===== config.mk =====
export PLATFORM = sky130hd
export DESIGN_NAME = cluster_periph_initiator
export DESIGN_NICKNAME = d
export VERILOG_FILES = /design/src/rtl/cluster_periph_initiator.sv
export SDC_FILE = /design/constraint.sdc
export NUM_CORES = 1
export LEC_CHECK = 0
export ABC_AREA = 1
export ABC_CLOCK_PERIOD_IN_PS = 5250
export BUFFER_PORTS_ARGS = -buffer_cell sky130_fd_sc_hd__buf_2
export CORE_MARGIN = 2
export CORE_UTILIZATION = 45
export CTS_BUF_LIST = sky130_fd_sc_hd__clkbuf_16
export DETAILED_ROUTE_END_ITERATION = 12
export GPL_TIMING_DRIVEN = 0
export PLACE_DENSITY = 0.77
export SYNTH_ARGS = -nofsm -noshare
export SYNTH_HDL_FRONTEND = slang
export SYNTH_SLANG_ARGS = --single-unit

===== constraint.sdc =====
create_clock -name clk_i -period 5.25 [get_ports clk_i]
set_input_delay 1.05 -clock clk_i [delete_from_list [all_inputs] [get_ports clk_i]]
set_output_delay 1.05 -clock clk_i [all_outputs]
set_load 0.05 [all_outputs]

===== src/rtl/cluster_periph_initiator.sv =====
// Single-outstanding bus initiator: turns one command into a peripheral req/gnt + r_valid
// transaction and returns the result on a rsp handshake, aborting after TIMEOUT_CYCLES.
//
// state  | meaning
// IDLE   | ready for a command (cmd_ready_o = 1)
// REQ    | periph_req_o held with the latched command until grant
// WAIT_R | granted, waiting for r_valid carrying MASTER_ID
// RESP   | rsp_valid_o held until rsp_ready_i
module cluster_periph_initiator #(
  parameter int unsigned PER_ID_WIDTH   = 5,
  parameter int unsigned MASTER_ID      = 0,
  parameter int unsigned TIMEOUT_CYCLES = 256
) (
  input  logic                    clk_i,
  input  logic                    rst_i,
  input  logic                    cmd_valid_i,
  output logic                    cmd_ready_o,
  input  logic                    cmd_we_i,
  input  logic [31:0]             cmd_addr_i,
  input  logic [31:0]             cmd_wdata_i,
  input  logic [3:0]              cmd_be_i,
  output logic                    rsp_valid_o,
  input  logic                    rsp_ready_i,
  output logic [31:0]             rsp_rdata_o,
  output logic                    rsp_err_o,
  output logic                    rsp_timeout_o,
  output logic                    periph_req_o,
  input  logic                    periph_gnt_i,
  output logic [31:0]             periph_add_o,
  output logic [31:0]             periph_wdata_o,
  output logic [3:0]              periph_be_o,
  output logic                    periph_wen_o,
  output logic [PER_ID_WIDTH-1:0] periph_id_o,
  input  logic                    periph_r_valid_i,
  input  logic                    periph_r_opc_i,
  input  logic [PER_ID_WIDTH-1:0] periph_r_id_i,
  input  logic [31:0]             periph_r_rdata_i,
  output logic                    busy_o
);

  localparam int unsigned CNT_W = (TIMEOUT_CYCLES > 0) ? $clog2(TIMEOUT_CYCLES + 1) : 1;
  localparam logic [CNT_W-1:0] CNT_LAST = CNT_W'(TIMEOUT_CYCLES - 1);
  localparam logic [PER_ID_WIDTH-1:0] OWN_ID = PER_ID_WIDTH'(MASTER_ID);

  typedef enum logic [1:0] {IDLE, REQ, WAIT_R, RESP} state_t;

  state_t           state_q;
  logic [CNT_W-1:0] cnt_q;
  logic             we_q;
  logic             rsp_match;
  logic             expire;

  assign periph_id_o  = OWN_ID;
  assign periph_wen_o = ~we_q;
  assign rsp_match    = periph_r_valid_i && (periph_r_id_i == OWN_ID);
  // ">=" rather than "==": a grant won on the last cycle leaves WAIT_R already past the limit
  assign expire       = (TIMEOUT_CYCLES != 0) && (cnt_q >= CNT_LAST);

  always_ff @(posedge clk_i or posedge rst_i) begin
    if (rst_i) begin
      state_q        <= IDLE;
      cnt_q          <= '0;
      we_q           <= 1'b0;
      periph_add_o   <= '0;
      periph_wdata_o <= '0;
      periph_be_o    <= '0;
      periph_req_o   <= 1'b0;
      cmd_ready_o    <= 1'b0;
      busy_o         <= 1'b0;
      rsp_valid_o    <= 1'b0;
      rsp_rdata_o    <= '0;
      rsp_err_o      <= 1'b0;
      rsp_timeout_o  <= 1'b0;
    end else begin
      case (state_q)
        IDLE: begin
          cmd_ready_o <= 1'b1;
          if (cmd_valid_i && cmd_ready_o) begin
            we_q           <= cmd_we_i;
            periph_add_o   <= cmd_addr_i;
            periph_wdata_o <= cmd_wdata_i;
            periph_be_o    <= cmd_be_i;
            cnt_q          <= '0;
            periph_req_o   <= 1'b1;
            cmd_ready_o    <= 1'b0;
            busy_o         <= 1'b1;
            state_q        <= REQ;
          end
        end
        REQ: begin
          cnt_q <= cnt_q + CNT_W'(1);
          if (periph_gnt_i) begin
            periph_req_o <= 1'b0;
            state_q      <= WAIT_R;
          end else if (expire) begin
            periph_req_o  <= 1'b0;
            rsp_valid_o   <= 1'b1;
            rsp_rdata_o   <= '0;
            rsp_err_o     <= 1'b1;
            rsp_timeout_o <= 1'b1;
            state_q       <= RESP;
          end
        end
        WAIT_R: begin
          cnt_q <= cnt_q + CNT_W'(1);
          if (rsp_match) begin
            rsp_valid_o   <= 1'b1;
            rsp_rdata_o   <= periph_r_rdata_i;
            rsp_err_o     <= periph_r_opc_i;
            rsp_timeout_o <= 1'b0;
            state_q       <= RESP;
          end else if (expire) begin
            rsp_valid_o   <= 1'b1;
            rsp_rdata_o   <= '0;
            rsp_err_o     <= 1'b1;
            rsp_timeout_o <= 1'b1;
            state_q       <= RESP;
          end
        end
        RESP: begin
          if (rsp_ready_i) begin
            rsp_valid_o <= 1'b0;
            cmd_ready_o <= 1'b1;
            busy_o      <= 1'b0;
            state_q     <= IDLE;
          end
        end
        default: state_q <= IDLE;
      endcase
    end
  end

endmodule

Word-level counts from Yosys, hierarchy flattened

Cells that the tools add are included.
W data, S select, Z words.

Bitwise operators: 1
Order comparisons: 1
Reductions and logical operators: 18
$add $sub $neg: 1
Multiplexer cells: 33
Eq/ne operators: 7

Operator list:

| kind                  | count |
|---|---|
| $mux W32              | 3 |
| $pmux W32 S2          | 1 |
| $pmux W9 S2           | 1 |
| $mux W1               | 15 |
| $mux W2               | 5 |
| $pmux W1 S2           | 5 |
| $reduce_and A2 Y1     | 5 |
| $add A9 B1 Y9 const B | 1 |
| $ge A9 B8 Y1 const B  | 1 |
| $mux W9               | 1 |
| $reduce_and A3 Y1     | 3 |
| $pmux W2 S4           | 1 |
| $reduce_bool A2 Y1    | 4 |
| $ne A2 B2 Y1 const B  | 3 |
| $logic_not A5 Y1      | 1 |
| $eq A2 B2 Y1 const B  | 2 |
| $ne A3 B3 Y1 const B  | 1 |
| $pmux W1 S3           | 1 |
| $reduce_bool A3 Y1    | 1 |
| $eq A2 B1 Y1 const B  | 1 |
| $logic_and A1 B1 Y1   | 2 |
| $logic_not A2 Y1      | 1 |
| $reduce_or A2 Y1      | 1 |
| $not A1 Y1            | 1 |

Bits in registers: 118
Output and inout port bits: 112
Input bits: 113

Depth between registers and ports, before layout

Depth after elaboration: 4
Gate-level depth with buffers: 11
Depth with buffers taken out: 11

Worst setup path before layout

No wires, ideal clock.

Path type: input -> register
Start: in periph_gnt_i
End: reg rsp_rdata_o[0]
Slack: 3.389 ns
Arrival time: 1.741 ns
Setup time: 0.120 ns
Path buffers: 1
Stages: 7
Data required time: 5.130 ns
Cells stage by stage: nor2_2 -> nor2_2 -> nor2_4 -> nand2_2 -> buf_6 -> nand3_1 -> nand2_1

Word-level cells in the longest chain between the ends: 2

RTL lines:

| element                     | line | source |
|---|---|---|
| start, declared             | 28   | `input logic periph_gnt_i,` |
| $ne A2 B2 Y1 (no line)      | n/a  |  |
| $reduce_and A2 Y1 (no line) | n/a  |  |
| end signal, assigned        | 108  | `rsp_rdata_o <= periph_r_rdata_i;` |
| end, declared               | 24   | `output logic [31:0] rsp_rdata_o,` |

No other way between the ends.
A chain may end at the register's enable or synchronous reset.

Final worst setup path

Start: reg cmd_ready_o
End: out cmd_ready_o

RTL lines:

| element                | line | source |
|---|---|---|
| start, declared        | 17   | `output logic cmd_ready_o,` |
| start signal, assigned | 68   | `cmd_ready_o <= 1'b0;` |
| start signal, assigned | 77   | `cmd_ready_o <= 1'b1;` |
| start signal, assigned | 85   | `cmd_ready_o <= 1'b0;` |

No word-level cell between the ends.

==> summary.txt <==
Timing
  – Unrepaired setup endpoints after global routing: false
  – Max Fclk: 461 MHz
  – Number of endpoints with negative hold slack in the final report: 0
  – Final slew viol count: 0
  – Portion of the clock cycle consumed by the worst path in the final layout: 0.413
  – Final clock skew: 0.0100 ns
  – Number of setup violations in the final report: 0
  – Fin crit period: 2.17 ns

Critical path
  – Crit path kind: flip-flop to output pin
  – Largest stage delay on the critical path: 0.42 ns
  – Arrival time at the worst endpoint: 1.12 ns
  – Cell chain of the critical path: buf_2
  – Category of the worst setup path capture point: output pin
  – CP max-delay cell: dfrtp_1
  – Logic depth of the worst path, buffers included: 1
  – Required time reported for the critical path endpoint: 4.20 ns
  – Largest delay share family, worst path: flip-flops
  – Critical-path maximum fanout: 4
  – Number of cell instances on the worst register-to-register path: 10
  – Buf+Inv Stages, Crit Path: 1
  – Startpoint class of the critical path: flip-flop

Clock tree
  – Buffers inserted during post-CTS setup optimization: 0
  – Longest Clk Path Bufs: 2
  – Clock tree root driver cell: clkbuf_16
  – Cts bufs inserted: 17
  – CTS-repair resized insts: 0
  – TritonCTS clock tree: yes
  – Worst-skew pair later-pin latency: 0.40 ns
  – CTS clock-pin slew for the worst setup and hold paths: ~0.050 ns
  – Number of H-tree levels: 4
  – Sink count of the clock tree: 118
  – Cts-stage hold buffer count: 0

Pwr
  – Sequential group share of total power: 0.306
  – Clock network fraction of design power: 0.242
  – Fraction of power consumed by combinational cells: 0.451
  – Maximum ir drop on the vdd rail: approximately 0.47 mV
  – Pleak: slightly above 0.004 uW
  – Total power of the final layout: 4550 uW
  – Pwr per Cell Area: 663 nW/um^2
  – Pint: 2370 uW
  – Switching power of the nets: 2180 uW
  – Net switching share of the total power: 0.478

Synthesis
  – Share of the synthesized netlist area taken by xor and xnor gates: 0
  – Syn Inst Count: ~580
  – Cell type with the largest total area after synthesis: dfrtp_1
  – Async SR Flop Fraction: 1.00
  – Ranking of synthesized cells by area: dfrtp_1 (59%), nand2_1 (23%), nand3_1 (3.6%)
  – Unique cell type count in the Yosys netlist: 31
  – Proportion of synthesized area in mux cells: 0
  – Compound-Gate Fraction of Synth Area: 0.0267
  – Sequential area share after synthesis: 0.593
  – Yosys top cell area share: 0.593
  – Combinational family with the most area after synthesis: simple AND/OR/NAND/NOR gates
  – Total of warnings raised by yosys: 0
  – Post-Synth Simple-Gate Area: 0.302
  – Post-synthesis sequential element count: 118
  – Most instantiated flip-flop cell in the synthesis netlist: dfrtp_1
  – Post-Synthesis Mean Instance Area: 8.61 um^2
  – Post-synth EDFFs: 0
  – Cell Area, Synth: roughly 5000 um^2
  – Fraction of the mapped netlist area in adder cells: 0.0151

Outcome
  – Run status: finished, final reports clean

Die
  – Number of core rows: 38
  – Core Area: 10,800 um^2
  – I/O pin count: approximately 230
  – Y dimension of the die: around 110 um
  – Starting density of the core: 0.461
  – Die Outline Area: 11,900 um^2
  – Die width: 109 um

Final layout
  – P&R area growth vs syn: 37.8%
  – Final non-filler cell area: 6860 um^2
  – Nets: 940
  – Fraction of final layout cells sized beyond drive strength 1: 0.347
  – Diodes inserted: 0

Hold path
  – Count of cells along the worst hold path: 2
  – Min-delay worst type: flip-flop to flip-flop

GRT
  – Initial antenna violation count: 0
  – Overall Global Routing Usage: 0.212
  – Total congestion overflow: 0
  – Global-route wire length before repair: 19.3 mm
  – Vias in the first global route: between 4k and 5k
  – Pin count of the biggest net entering global routing: 69

Place
  – Placed standard-cell area: about 6300 um^2
  – Last weighted congestion value of the routability-driven placer: 0.817
  – I/O Buffers: around 220
  – DPL Wire Length: 9.15 mm

Route
  – Wire per inst: about 13 um
  – Detailed Route Iter0 Violations: 196
  – Total wire length: between 10 and 15 mm
  – Ratio of routed vias to standard cells: 4.59
  – Antenna Nets Post-Route: 0
  – Overall via count from detail_route: between 4k and 5k
  – Post-route DRC: 0
  – Iteration count of the initial detailed-routing pass: 5

Job
  – Max Cap Violations: 0
-- per-stage QoR --
step | hold WS [ns] | setup TNS [ns] | instances | setup WS (ns) | utilization
after CTS | 0.475 | 0 | 974 | 3.06 | 0.636
after floorplan | 0.455 | 0 | 582 | 1.07 | -
after global routing | 0.492 | 0 | 974 | 3.04 | 0.636
after global placement | 0.457 | -32.13 | 941 | -0.279 | 0.580
final | 0.470 | 0 | 974 | 3.08 | 0.636
after detailed placement | 0.459 | 0 | 942 | 3.14 | 0.583
-- cell type report --
cell class              count  area [um^2]
clock inverters            15          139
inverters                  33          130
multi-input cells         403         1730
plain buffers              28          181
flip-flops and latches    118         2950
clock buffers              17          425
repair buffers            220         1120
fillers                   975         3930
well taps                 140          175
-- flip-flops by register name, summed over array words and instances (netlist names), 2 cells and up --
name	flops
rsp_rdata_o	32
state_q	2
cnt_q	9
periph_add_o	32
periph_wdata_o	32
periph_be_o	4
-- worst min-delay path, cell delays in order, from the launching register on --
cell	delay, ns
dfrtp_1	0.33
nand2_1	0.05
nand2_1	0.05
-- cells in the final DEF, fill, tap and decap left out, drive strengths merged, types with 2 or more instances in the layout --
cell type    n
nand2      306
buf        244
dfrtp      118
nand3       37
inv         34
clkbuf      21
nor2        16
o21ai       12
a21oi        8
clkinv       8
ha           6
conb         5
nor3         5
clkinvlp     4
nand4        2
bufinv       2
or2          2
-- kinds of logic (layout without fill, tap and decap cells) --
| kind of cell | Yosys count | count (layout) |
|---|---|---|
| other cells | 1 | 5 |
| compound gates | 23 | 23 |
| simple gates | 369 | 369 |
| buf+inv | 61 | 313 |
| fa+ha+maj | 6 | 6 |
| flops | 118 | 118 |
-- Yosys cell counts (3+ instances only) --
cell type / instances
nand2_1: 303
dfrtp_1: 118
nand3_1: 36
inv_1: 29
buf_2: 13
nor2_1: 13
o21ai_0: 12
a21oi_1: 7
buf_4: 6
ha_1: 6
buf_6: 5
clkbuf_1: 4
inv_2: 3
nor3_1: 3
-- layer usage --
metal  track usage  up-vias  routed length, um
li1              -     2254                  -
met1         0.259     2018               5240
met2         0.342      170               5970
met3        0.0729       25               1060
met4        0.0916        0                263
met5             0        -                  0
-- worst paths after layout --
| path | startpoint | end | slack, ns |
|---|---|---|---|
| max in group asynchronous | rst_i | periph_add_o[11] | 3.89 |
| min in group asynchronous | rst_i | rsp_rdata_o[23] | 0.68 |
| max reg2reg | cnt_q[0] | rsp_rdata_o[4] | 3.38 |
| min reg2reg | periph_be_o[3] | periph_be_o[3] | 0.47 |
| max | cmd_ready_o | cmd_ready_o | 3.08 |
| min | periph_be_o[3] | periph_be_o[3] | 0.47 |
-- power groups by stage --
| stage | Sequential, uW | Combinational (uW) | Clock [uW] |
|---|---|---|---|
| 3_5_place_dp | 1390 | 2080 | 0 |
| 4_1_cts | 1390 | 2070 | 1120 |
| 2_1_floorplan | 2350 | 591 | 0 |
| 3_3_place_gp | 1390 | 2030 | 0 |
| 6_report | 1390 | 2050 | 1100 |
| 5_1_grt | 1430 | 2210 | 1170 |
Power figures use the tool's default switching activity.
